File: src/rtl/digit_scan_counter.sv
`default_nettype none
// ============================================================================
// Module   : digit_scan_counter
// Purpose  : Two-digit BCD up/down counter with synchronous load and a
//            multiplexed display scan for a seven-segment decoder. The scan
//            alternates between the units and tens digits every SCAN_DIV
//            clock cycles and presents the selected digit on {w,x,y,z}.
// Ports    : clk        - clock, all state updates on its rising edge
//            rst_n      - synchronous active-low reset
//            en         - count enable, one BCD step per cycle
//            up         - direction, 1 = up, 0 = down
//            load       - synchronous load strobe (priority over en)
//            load_val   - BCD value to load, [7:4] tens, [3:0] units
//            count      - registered BCD count, [7:4] tens, [3:0] units
//            w,x,y,z    - registered nibble of the selected digit (w = MSB)
//            digit_sel  - one-hot digit enable, bit0 units, bit1 tens
//            carry      - one-cycle pulse after a wrap in either direction
// Revision : 1.0 - initial release
// ============================================================================
module digit_scan_counter #(
    parameter int SCAN_DIV = 4
) (
    input  logic       clk,
    input  logic       rst_n,
    input  logic       en,
    input  logic       up,
    input  logic       load,
    input  logic [7:0] load_val,
    output logic [7:0] count,
    output logic       w,
    output logic       x,
    output logic       y,
    output logic       z,
    output logic [1:0] digit_sel,
    output logic       carry
);

    // Prescaler is 8 bits wide, enough for the full 2..255 range.
    localparam logic [7:0] c_PRE_LAST = 8'(SCAN_DIV - 1);

    logic [7:0] r_pre;
    logic [3:0] r_nib;

    logic [7:0] w_next_count;
    logic       w_wrap;
    logic       w_pre_last;
    logic [1:0] w_next_sel;
    logic [3:0] w_nib_src;

    // Loaded digits above 9 saturate at 9 so the count is always valid BCD.
    function automatic logic [3:0] clamp_digit(input logic [3:0] d);
        return (d > 4'd9) ? 4'd9 : d;
    endfunction

    // Next count and wrap detection. Load wins over en, so a load never
    // produces a carry even when the loaded value is 00 or 99.
    always_comb begin
        w_next_count = count;
        w_wrap       = 1'b0;
        if (load) begin
            w_next_count = {clamp_digit(load_val[7:4]), clamp_digit(load_val[3:0])};
        end else if (en) begin
            if (up) begin
                if (count[3:0] == 4'd9) begin
                    w_next_count[3:0] = 4'd0;
                    if (count[7:4] == 4'd9) begin
                        w_next_count[7:4] = 4'd0;
                        w_wrap            = 1'b1;
                    end else begin
                        w_next_count[7:4] = count[7:4] + 4'd1;
                    end
                end else begin
                    w_next_count[3:0] = count[3:0] + 4'd1;
                end
            end else begin
                if (count[3:0] == 4'd0) begin
                    w_next_count[3:0] = 4'd9;
                    if (count[7:4] == 4'd0) begin
                        w_next_count[7:4] = 4'd9;
                        w_wrap            = 1'b1;
                    end else begin
                        w_next_count[7:4] = count[7:4] - 4'd1;
                    end
                end else begin
                    w_next_count[3:0] = count[3:0] - 4'd1;
                end
            end
        end
    end

    // The nibble is chosen by the digit_sel value that will be live after
    // this edge, so nibble and select always update together and agree.
    assign w_pre_last = (r_pre == c_PRE_LAST);
    assign w_next_sel = w_pre_last ? ~digit_sel : digit_sel;
    assign w_nib_src  = w_next_sel[0] ? count[3:0] : count[7:4];

    always_ff @(posedge clk) begin
        if (!rst_n) begin
            count     <= 8'h00;
            carry     <= 1'b0;
            r_pre     <= 8'd0;
            digit_sel <= 2'b01;
            r_nib     <= 4'b0000;
        end else begin
            count     <= w_next_count;
            carry     <= w_wrap;
            r_pre     <= w_pre_last ? 8'd0 : r_pre + 8'd1;
            digit_sel <= w_next_sel;
            r_nib     <= w_nib_src;
        end
    end

    assign {w, x, y, z} = r_nib;

endmodule
`default_nettype wire

File: config.mk
export PLATFORM = sky130hd
export DESIGN_NAME = digit_scan_counter
export DESIGN_NICKNAME = d
export VERILOG_FILES = /design/src/rtl/digit_scan_counter.sv
export SDC_FILE = /design/constraint.sdc
export NUM_CORES = 1
export LEC_CHECK = 0
export BUFFER_PORTS_ARGS = -buffer_cell sky130_fd_sc_hd__buf_2
export CORE_AREA = 2 2 52 54
export CTS_BUF_LIST = sky130_fd_sc_hd__clkbuf_4
export DETAILED_ROUTE_END_ITERATION = 10
export DIE_AREA = 0 0 54 56
export HOLD_SLACK_MARGIN = 0.05
export MAX_ROUTING_LAYER = met4
export PLACE_DENSITY = 0.8
export REMOVE_ABC_BUFFERS = 1
export SETUP_SLACK_MARGIN = 0.05
export SLEW_MARGIN = 0
export SYNTH_ARGS = -nofsm -noshare
export SYNTH_HDL_FRONTEND = slang
export SYNTH_SLANG_ARGS = --single-unit
File: constraint.sdc
create_clock -name clk -period 2.2 [get_ports clk]
set_input_delay 0.11 -clock clk [delete_from_list [all_inputs] [get_ports clk]]
set_output_delay 0.11 -clock clk [all_outputs]
set_load 0.005 [all_outputs]
# Yosys cells after proc, flatten, opt, wreduce, memory -nomap -nowiden
# Cells that the tools add are included.
# classes
add_sub_neg,5
mul,0
n_div,0
magnitude_cmp,2
n_eq_ne,4
shifts,0
muxes,18
bitwise_logic,3
reduce_logical,7
# ops
operator,n
$mux W4,9
$mux W8,3
$add A4 B1 Y4 const B,2
$add A8 B1 Y8 const B,1
$eq A4 B4 Y1 const B,2
$eq A8 B2 Y1 const B,1
$gt A4 B4 Y1 const B,2
$logic_not A4 Y1,2
$sub A4 B1 Y4 const B,2
$mux W1,6
$ne A3 B1 Y1 const B,1
$reduce_and A3 Y1,1
$reduce_bool A3 Y1,1
$reduce_or A3 Y1,1
$not A1 Y1,2
$not A2 Y2,1
$reduce_bool A2 Y1,1
$reduce_or A2 Y1,1
# totals
ff_bits,23
latchBits,0
ram_bits,0
romBits,0
in_bits,13
output_inout_bits,15
wordCells,46
n_memories,0

# Depth between registers and ports, before layout
# depth
word_depth,6
depth_mapped,6
ltp_nobuf,5

# Worst setup path before layout
# OpenSTA, ideal clock, no wires.
# synth_timing
path_kind,reg2reg
start,register r_pre[0]
end,register r_nib[0]
setup_time_ps,132
arrival_ps,1526
t_required_ps,2068
setup_slack_ps,542
path_stages_with_launch,6
path_buffers,0
synth_period_minus_slack_ps,1658
path_cell_list,dfxtp_1 -> ha_1 -> or3b_2 -> or3_4 -> nand3_1 -> a21oi_1
# synth_via
elab_chain_cells,3
# synth_rtl
item,line,rtl
start: declaration,41,logic [7:0] r_pre;
start signal: assignment,107,r_pre <= w_pre_last ? 8'd0 : r_pre + 8'd1;
$eq A8 B2 Y1,93,assign w_pre_last = (r_pre == c_PRE_LAST);
$mux W1,94,assign w_next_sel = w_pre_last ? ~digit_sel : digit_sel;
$mux W4,95,assign w_nib_src = w_next_sel[0] ? count[3:0] : count[7:4];
end signal: assignment,109,r_nib <= w_nib_src;
end: declaration,42,logic [3:0] r_nib;
# Every way passes these cells.
# A chain may end at the register's enable or synchronous reset.

# Worst setup path in the final report
# layout_timing
start,register r_pre[0]
end,register r_nib[3]
# The elaborated chain is that of the path after synthesis.

==> results_dict.tcl <==
set metrics [dict create \
    gp_congestion 0.854 \
    clk_path_buf_depth 2 \
    root_buffer "clkbuf_4" \
    fin_crit_sh_pct 81.2 \
    num_rows 18 \
    core_area_um2 2430 \
    grt_pass1_wl_um 4830 \
    cts_num_sinks 23 \
    ys_async_sr_fraction_pct 0 \
    maxSlewHeadroom_pct 67.7 \
    drive_gt1_share_pct 21.8 \
    grt_max_degree 17 \
    multi_input_area_um2 763 \
    dieWidth_um 54 \
    fin_nets 194 \
    status "completed" \
    numCtsBuffers 3 \
    fill_cells 233 \
    maxCapViolCount 0 \
    crit_arrival_ns 2.00 \
    seq_area_frac_synth_pct 35.8 \
    ys_ff_latch 23 \
    critPathRequiredTime_ns 2.41 \
    power.total_uw 845 \
    crit_start "r_pre[0]" \
    post_cts_buffers 0 \
    post_cts_resized 0 \
    place_inst 204 \
    num_io_pins 28 \
    fp.dieH_um 56 \
    tritoncts "yes" \
    fin_setup_tns_ns 0 \
    synthFlopType "dfxtp_1" \
    synth_cells 158 \
    holdBufCountCts 1 \
    area_growth_pct 12.2 \
    drv_slew 0 \
    fmax_mhz 560 \
    grt_pass1_vias 1100 \
    end_kind "register" \
    ir_drop_mv 0.358 \
    syn_area_per_cell_um2 8.15 \
    rsz0062_at_grt "false" \
    grt_use_total_pct 21.4 \
    via_per_inst 5.96 \
    dr.pass1.iters 4 \
    numPortBuffers 27 \
    drc 0 \
    critPathLaunchType "register" \
    setup_viol 0 \
    hp-class "in -> reg" \
    yosysUniqueCellTypes 43 \
    leakagePower_uw 0.000589 \
    start_util_pct 52.9 \
    yosysWarningCount 0 \
    dp_hpwl_um 2010 \
    seq_area_um2 460 \
    insertedDiodeCount 0 \
    die_area_um2 3020 \
    antenna_left 0 \
    insertion_delay_ns 0.32 \
    layoutNonFillerInstCount 209 \
    worst_hold_slack_ns 0.0642 \
    layout_common_cells "buf_2, dfxtp_1, o21ai_0, nor2_1, nand3_1" \
    crit_type "reg -> reg" \
    hold_viol_final 0 \
    wl_um 2880 \
    synth_area_um2 1290 \
    gr-total-overflow 0 \
    reg2reg_from "r_pre[0]" \
    fin_skew_ns 0.00477 \
    vias 1246 \
    power_density_nw_per_um2 585 \
    worst-slew-pin-transition_ns 0.484 \
    synth-edff-count 0 \
    period_needed_ns 1.79 \
    crit_fanout 5 \
    htree_levels 1 \
    cts.clk_slew.worst_paths_ns 0.13 \
    layout_commonest_cell "buf_2" \
    antenna_found_initial 0 \
    wire_per_inst_um 13.8 \
    worstHoldStart "rst_n" \
    drt_iter0_drc 29 \
]
[cells by family (layout without fill, tap and decap cells)]
kind of cell	after synthesis	after routing	synth area share (%)
xor+xnor	13	13	8.84
buf+inv	14	35	4.96
fa+ha+maj	1	1	0.972
flops	23	23	35.8
compound gates	41	41	20.2
simple gates	66	66	29.3
[cell type report]
class | instances | area share, %
clock buffer | 3 | 1.56
multi-input combinational | 121 | 52.8
tap | 30 | 2.60
timing repair buffer | 28 | 10.0
sequential | 23 | 31.9
inverter | 3 | 0.779
clock inverter | 1 | 0.346
[state kept, by name, indices dropped and copies added, names as in the netlist]
signal and cells:
r_nib 4, count 8, digit_sel 2, carry 1
r_pre 8
[critical path: stages (launching register included)]
cell     delay, ns
dfxtp_1       0.38
ha_1          0.25
or3b_2        0.51
or3_4         0.37
nand3_1       0.10
a21oi_1       0.06
[report_power, final]
part | switching [uW] | total (uW) | internal [uW]
Combinational | 82.3 | 155 | 72.6
Clock | 137 | 205 | 68.3
Sequential | 42.8 | 485 | 442
[synthesized netlist by cell type, types with 2 or more instances]
| cell type | instances | share of area [%] |
|---|---|---|
| a41oi_1 | 2 | 1.4 |
| inv_1 | 3 | 0.87 |
| nor2b_1 | 3 | 1.5 |
| and3_1 | 5 | 2.4 |
| xnor2_1 | 4 | 2.7 |
| nand2_1 | 9 | 2.6 |
| nand3_1 | 13 | 5.1 |
| a31oi_1 | 5 | 2.4 |
| or4_1 | 2 | 1.2 |
| dfxtp_1 | 23 | 36 |
| nand3b_1 | 2 | 1.2 |
| nor2_1 | 14 | 4.1 |
| a221oi_1 | 2 | 1.4 |
| buf_2 | 6 | 2.3 |
| nor4_1 | 2 | 0.97 |
| clkbuf_1 | 4 | 1.2 |
| nor3_1 | 3 | 1.2 |
| a21oi_1 | 9 | 3.5 |
| o21ai_0 | 14 | 5.4 |
| xor2_1 | 9 | 6.1 |
| nor3_2 | 2 | 1.6 |
[path summary, 6_finish.rpt]
| path | endpoint | slack, ns | cells past startpoint |
|---|---|---|---|
| worst max register to register | r_nib[3] | 0.41 | 5 |
| worst max-delay path | r_nib[3] | 0.41 | 5 |
| worst min register to register | r_pre[0] | 0.46 | 1 |
| worst min-delay path | digit_sel[0] | 0.06 | 2 |
[stage by stage]
| stage | cell area, um^2 | setup WS, ns | utilization, % |
|---|---|---|---|
| finish | 1450 | 0.414 | 59.4 |
| global route | 1450 | 0.322 | 59.4 |
| floorplan | 1230 | 0.544 | - |
| detailed placement | 1410 | 0.432 | 57.9 |
| global placement | 1410 | 0.503 | 57.9 |
| CTS | 1450 | 0.408 | 59.4 |
[per-layer routing]
layer,global-route usage (%),vias to the layer above,share of wire [%]
li1,-,619,-
met1,29.5,580,46
met2,31.5,42,47
met3,1.61,5,5.4
met4,9.64,0,2.0
met5,-,-,0
No activity file was read; power rests on OpenSTA's default activity.
